$ cat src/rtl/stream_checker_pkg.sv
// Shared types and defaults for the stream checker.
// Latency: n/a (types, constants and a width helper only).
// Backpressure: n/a.
package stream_checker_pkg;

  localparam int DEF_DATA_W = 1;
  localparam int DEF_DEPTH  = 8;
  localparam int DEF_CNT_W  = 16;

  typedef enum logic [1:0] {
    IDLE = 2'd0,
    RUN  = 2'd1,
    DONE = 2'd2
  } chk_state_t;

  // Index bits needed to address a queue of 'depth' entries (the wrap bit is added by the user).
  function automatic int ptr_w(input int depth);
    return (depth > 1) ? $clog2(depth) : 1;
  endfunction

endpackage

$ cat src/rtl/stream_checker_fifo.sv
// In-order queue of expected words: synchronous push/pop, head visible combinationally.
// Latency: a pushed word can be seen at head on the cycle after the push.
// Backpressure: full blocks push even when a pop happens in the same cycle; pop on empty is ignored.
module stream_checker_fifo
  import stream_checker_pkg::*;
#(
  parameter int DATA_W = DEF_DATA_W,
  parameter int DEPTH  = DEF_DEPTH,
  localparam int AW    = ptr_w(DEPTH)
) (
  input  logic              clk,
  input  logic              reset,
  input  logic              clear,
  input  logic              push,
  input  logic              pop,
  input  logic [DATA_W-1:0] push_dat,
  output logic [DATA_W-1:0] head_dat,
  output logic              full,
  output logic              empty,
  output logic [AW:0]       count
);

  logic [DATA_W-1:0] mem [DEPTH];
  logic [AW:0]       wr_ptr;
  logic [AW:0]       rd_ptr;
  logic              do_push;
  logic              do_pop;

  // Wrap bits differ with equal index bits only when the queue holds DEPTH entries.
  assign empty    = (wr_ptr == rd_ptr);
  assign full     = (wr_ptr[AW] != rd_ptr[AW]) && (wr_ptr[AW-1:0] == rd_ptr[AW-1:0]);
  assign count    = wr_ptr - rd_ptr;
  assign head_dat = mem[rd_ptr[AW-1:0]];
  assign do_push  = push && !full;
  assign do_pop   = pop && !empty;

  // Pointer advance; clear drops every stored entry at once.
  always_ff @(posedge clk) begin
    if (reset || clear) begin
      wr_ptr <= '0;
      rd_ptr <= '0;
    end else begin
      if (do_push) wr_ptr <= wr_ptr + (AW+1)'(1);
      if (do_pop)  rd_ptr <= rd_ptr + (AW+1)'(1);
    end
  end

  // Storage write; contents need no reset since the pointers define validity.
  always_ff @(posedge clk) begin
    if (do_push) mem[wr_ptr[AW-1:0]] <= push_dat;
  end

endmodule

$ cat config.mk
export PLATFORM = sky130hd
export DESIGN_NAME = stream_checker_fifo
export DESIGN_NICKNAME = d
export VERILOG_FILES = /design/src/rtl/stream_checker_pkg.sv /design/src/rtl/stream_checker_fifo.sv
export SDC_FILE = /design/constraint.sdc
export NUM_CORES = 1
export LEC_CHECK = 0
export BUFFER_PORTS_ARGS = -buffer_cell sky130_fd_sc_hd__buf_2
export CORE_AREA = 2 2 45 47
export CTS_BUF_LIST = sky130_fd_sc_hd__clkbuf_4 sky130_fd_sc_hd__clkbuf_8 sky130_fd_sc_hd__clkbuf_16
export CTS_CLUSTER_SIZE = 20
export DETAILED_ROUTE_END_ITERATION = 12
export DIE_AREA = 0 0 47 49
export GPL_TIMING_DRIVEN = 0
export PLACE_DENSITY = 0.74
export SKIP_CTS_REPAIR_TIMING = 1
export SYNTH_ARGS = -nofsm -noshare
export SYNTH_HDL_FRONTEND = slang
export SYNTH_SLANG_ARGS = --single-unit
$ cat constraint.sdc
create_clock -name clk -period 2.3 [get_ports clk]
set_input_delay 0.115 -clock clk [delete_from_list [all_inputs] [get_ports clk]]
set_output_delay 0.115 -clock clk [all_outputs]
set_load 0.03 [all_outputs]
# Yosys cells after proc, flatten, opt, wreduce, memory -nomap -nowiden
# Memory sizes are Yosys's and may differ from the RTL's. A register that Yosys moved wholly into a read port is not among the register bits.
# Index checks and enable logic that the tools add are counted.
word_totals:
  regBits: 8
  latch_bits: 0
  mem_bits_rw: 8
  rom_bits: 0
  in_bits: 6
  output_inout_bits: 7
  wordCells: 19
  n_memories: 1
classes:
  addsub: 3
  multipliers: 0
  div_mod_pow: 0
  order_cmp: 0
  eq_ne: 3
  n_shift: 0
  n_mux: 4
  n_bitwise: 0
  n_reduce_logical: 6
memory_table:
  columns: ["name", "depth", "word_bits", "rd", "rd_clocked_by_memory_dff", "write_ports", "line", "text"]
  rows:
  - ["mem", 8, 1, 1, 1, 1, "stream_checker_fifo.sv:23", "logic [DATA_W-1:0] mem [DEPTH];"]
op_table:
  columns: ["operator", "count"]
  rows:
  - ["$add A4 B1 Y4 const B", 2]
  - ["$mux W3", 2]
  - ["$eq A4 B4 Y1", 1]
  - ["$sub A4 B4 Y4", 1]
  - ["$eq A3 B3 Y1", 1]
  - ["$logic_and A1 B1 Y1", 3]
  - ["$logic_not A1 Y1", 2]
  - ["$mux W1", 2]
  - ["$logic_or A1 B1 Y1", 1]
  - ["$ne A1 B1 Y1", 1]

# Depth between registers and ports, before layout
logic_depth:
  ltp_word: 6
  ltp_mapped: 6
  mapped_depth_nobuf: 6

# Worst setup path after synthesis
# OpenSTA, ideal clock, no wires.
synth_timing:
  path_kind: "reg2reg"
  start: "register wr_ptr[0]"
  end: "memory mem[2] in the netlist's numbering (enable)"
  setup_time_ns: 0.305
  arrival_ns: 1.506
  t_required_ns: 1.995
  setup_slack_ns: 0.489
  path_stages_with_launch: 7
  path_buffers: 0
  synth_period_minus_slack_ns: 1.811
  cell_sequence: "dfxtp_1 -> inv_1 -> ha_1 -> nand3_1 -> o21ai_4 -> or2_1 -> nor3_2"
synth_between:
  elab_chain_cells: 6
synth_rtl:
  columns: ["item", "line", "text"]
  rows:
  - ["from (decl)", "stream_checker_fifo.sv:24", "logic [AW:0] wr_ptr;"]
  - ["from (signal assigned)", "stream_checker_fifo.sv:43", "if (do_push) wr_ptr <= wr_ptr + (AW+1)'(1);"]
  - ["$eq A3 B3 Y1", "stream_checker_fifo.sv:31", "assign full = (wr_ptr[AW] != rd_ptr[AW]) && (wr_ptr[AW-1:0] == rd_ptr[AW-1:0]);"]
  - ["$logic_and A1 B1 Y1", "stream_checker_fifo.sv:31", null]
  - ["$logic_not A1 Y1", "stream_checker_fifo.sv:34", "assign do_push = push && !full;"]
  - ["$logic_and A1 B1 Y1", "stream_checker_fifo.sv:34", null]
  - ["$mux W1", "stream_checker_fifo.sv:50", "if (do_push) mem[wr_ptr[AW-1:0]] <= push_dat;"]
  - ["$mux W1 (implied by the code)", "stream_checker_fifo.sv:50", null]
  - ["to (decl)", "stream_checker_fifo.sv:23", null]
# Parallel ways exist; a longest one is shown, timed or not.

# Worst setup path after layout
# Same ends and word-level chain as after synthesis.

==> out/results.txt <==
The most common cell in the synthesized netlist was sky130_fd_sc_hd__nor2_1. The clock transition at the register clock pins on the worst setup and hold paths after CTS is 0.11 ns. The path category of the worst min-delay check is primary input to flop. DRC violation count after routing: 0.

The number of instances in the placed design was 125. The total number of placement rows came out at 16. The most critical setup path has its endpoint at mem[2]. For the met1 layer usage reported by global route, the log shows 0.220. The HPWL after detailed placement is 1.17 mm. The tools report the category of the worst setup path capture point as a flop. The repair_antennas step left the layout with diodes totalling 0. Detailed routing inserted a total of 610 vias. The tools report the launch instance of the worst min-delay path as reset. The total clock sinks was 19. The run finished with clean final reports. In the final routed layout, each cell accounts on average for 11.3 um.

Counting along the longest clock path gives a buffer depth of 2. Among all stages on the critical path, the largest delay is contributed by sky130_fd_sc_hd__dfxtp_1. For the met3 capacity usage during global routing, the log shows 0.0222. IR analysis of the VDD net gives a maximum drop of 0.000295 V. At the pin with the least slew margin, the transition time is 0.421 ns. The final-report setup violation count is 0, and the H-tree depth is 1. In the synthesized netlist the dominant register cell turns out to be sky130_fd_sc_hd__dfxtp_1.

The number of hold violations in the final report was 0; the number of nets produced by synthesis was 98. Setup repair after global routing left no endpoint under its margin. The number of DRC markers in iteration 0 came out at 13. The count of distinct cell types in the synthesized netlist is 29, and the setup TNS is 0 ns.

The first global-routing pass estimated 2.60 mm of wire. Along the worst hold path, the cell count comes to 3. Depth of the most critical reg-to-reg path: 6.

The final layout contains 115 nets. For the switching power summed over all nets, the log shows 142 uW. The number of flip-flops and latches in the synthesized netlist works out to 19. The share of total power in the clock network is 0.299.

The relative contribution of combinational cells to total power came out at 0.100. The synthesized design contains 8 enable-type register cells. The required arrival time at the worst endpoint came out at 2.31 ns. The count of mapped cells out of synthesis is 86. The synthesized cell area is 946 um^2. Counting instances in the post-synthesis netlist gives the leading cell types as sky130_fd_sc_hd__nor2_1, sky130_fd_sc_hd__dfxtp_1, sky130_fd_sc_hd__edfxtp_1. The layout has 179 filler cells.

The via count of the first global-routing pass is 600, and the height of the die is 49 um. The largest stage delay on the critical path is 0.47 ns. For this run, the detailed router's first-pass iteration total came to 4.

The share of layout cells above drive strength 1 was 0.235. The share of synthesized registers carrying an async set or reset is 0. Share of power burned in registers: 0.600. After detailed routing, the total wire length is 1.46 mm. Final weighted congestion of routability-driven global placement: 0.757. The initial core utilization came out at 0.514.

TritonCTS built the clock tree. The launching element type of the critical path was a flop. The run gives 2300 um^2 as the die area. The max-capacitance violation count is 0. For the count of synthesis-stage warnings from yosys, the log shows 0. The power per standard cell area was 559 nW/um^2; the arrival time reported for the critical path endpoint was 2.02 ns. Ranked by total cell area, the synthesized netlist is headed by sky130_fd_sc_hd__edfxtp_1, sky130_fd_sc_hd__dfxtp_1, sky130_fd_sc_hd__ha_1, sky130_fd_sc_hd__nor2_1, sky130_fd_sc_hd__xnor2_1.

On the final layout, the worst clock skew is 0.00269 ns. The total global-route track usage is 0.158, and the remaining global-route overflow is 0. By startpoint and endpoint, the worst setup path is classified as flop to flop. The die is 47 um wide. The largest total area in the synthesized netlist belongs to sky130_fd_sc_hd__edfxtp_1. Subtracting the final worst setup slack from the clock period gives 2.01 ns. Entering global routing, the biggest net connects 11 pins. The floorplan step defined a core boundary enclosing 1840 um^2. Along the worst path, the maximum fanout reaches 7. The fraction of post-synthesis cell area in the top cell type by area works out to 0.254. Tracing the worst setup path back leads to its startpoint at wr_ptr[0]. CTS placed an instance of sky130_fd_sc_hd__clkbuf_4 at the clock tree root. Each instance of the synthesized netlist takes up on average 11.0 um^2. Buffers placed on the I/O ports in this run total 12. The analysis attributes to cell leakage a power of 0.000428 uW. Using the TritonRoute via totals, the vias-per-cell ratio works out to 4.73. The final worst-path cycle share was 0.874; the number of cells in the finished layout apart from fillers was 129. The proportion of synthesized chip area in sequential cells came out at 0.487.

TritonCTS buffer count: 3. The run gives 497 MHz as the fmax. The signal on the critical path passes through inv_1 -> ha_1 -> nand3_1 -> o21ai_4 -> or2_1 -> nor3_2. The run gives 0.719 as the worst-case headroom to the max-slew limit.

The tools report the worst reg2reg path endpoint as mem[2]. Number of slew-limit violations in the final report: 0. The global routing's busiest layer is met2. The run gives 0 as the number of nets with antenna violations after detailed routing. The tools report the initial antenna violation count as 0. The origin of the critical flop-to-flop path was wr_ptr[0]. The later pin in the worst-skew pair is clocked with a latency of 0.29 ns. The worst setup slack for register-to-register paths came out at 0.29 ns.

The area overhead of the layout relative to synthesis is 13.1%. 13 I/O pins were placed. Internal power comes to 456 uW. The met2 capacity usage during global routing was 0.244. The switching part of the total power works out to 0.237.
[placed cells by master (no fill, tap or decap), types with 2 or more instances in the layout]
cell type	netlist	layout
sky130_fd_sc_hd__dfxtp_1	11	11
sky130_fd_sc_hd__mux4_2	2	2
sky130_fd_sc_hd__edfxtp_1	8	8
sky130_fd_sc_hd__clkbuf_4	0	4
sky130_fd_sc_hd__xor2_1	3	3
sky130_fd_sc_hd__a21oi_1	3	3
sky130_fd_sc_hd__nor2_1	15	15
sky130_fd_sc_hd__nor3_1	3	3
sky130_fd_sc_hd__o211ai_1	2	2
sky130_fd_sc_hd__nand2_1	2	2
sky130_fd_sc_hd__ha_1	5	5
sky130_fd_sc_hd__xnor2_1	6	6
sky130_fd_sc_hd__mux2i_1	2	2
sky130_fd_sc_hd__buf_2	0	12
sky130_fd_sc_hd__inv_1	7	7
sky130_fd_sc_hd__nand4_1	2	2
[routing by layer]
layer	share of wire	up-vias
met4	0	0
met3	0.040	0
met5	0	-
li1	-	330
met2	0.46	14
met1	0.50	266
[metrics by stage]
| step | hold WS, ns | util | setup slack (ns) | area [um^2] | total power (uW) |
|---|---|---|---|---|---|
| 2_1_floorplan | 0.214 | - | 0.489 | 946 | 408 |
| 3_3_place_gp | 0.369 | 0.565 | 0.322 | 1040 | 426 |
| 3_5_place_dp | 0.372 | 0.565 | 0.309 | 1040 | 427 |
| 4_1_cts | 0.0532 | 0.581 | 0.295 | 1070 | 602 |
| 5_1_grt | 0.0490 | 0.581 | 0.156 | 1070 | 627 |
| 6_report | 0.0581 | 0.581 | 0.289 | 1070 | 598 |
[layout make-up]
type	count	area (um^2)	area share
clock buffers	4	30.0	0.0281
multi-input cells	58	450	0.421
well taps	27	33.8	0.0316
plain buffers	2	8.76	0.00819
flip-flops and latches	19	460	0.430
inverters	7	26.3	0.0246
repair buffers	12	60.1	0.0561
[cells by family after synthesis]
family | count (synthesis) | synth area share
simple gates | 29 | 0.146
flops | 19 | 0.487
xor+xnor | 10 | 0.101
buf+inv | 9 | 0.0370
compound gates | 8 | 0.0622
fa+ha+maj | 6 | 0.0873
mux | 5 | 0.0807
[worst max-delay path, delay by kind of cell, from the launching register on]
| family | cells | cell delay, ns |
|---|---|---|
| compound gates | 1 | 0.12 |
| fa+ha+maj | 1 | 0.35 |
| buf+inv | 1 | 0.13 |
| flops | 1 | 0.47 |
| simple gates | 3 | 0.66 |
[power by group through the flow]
stage | logic [uW] | registers (uW) | clock network [uW]
after CTS | 60.6 | 359 | 183
after floorplan | 42.7 | 366 | 0
after detailed placement | 60.2 | 367 | 0
after global routing | 66.0 | 360 | 202
final | 60.0 | 359 | 179
after global placement | 59.4 | 366 | 0
[worst min-delay path by stage]
stage / endpoint
CTS: flop
floorplan: mem[0]
finish: flop
global placement: flop
detailed placement: flop
global route: flop
Note: power is estimated with default switching activity, not from simulation.
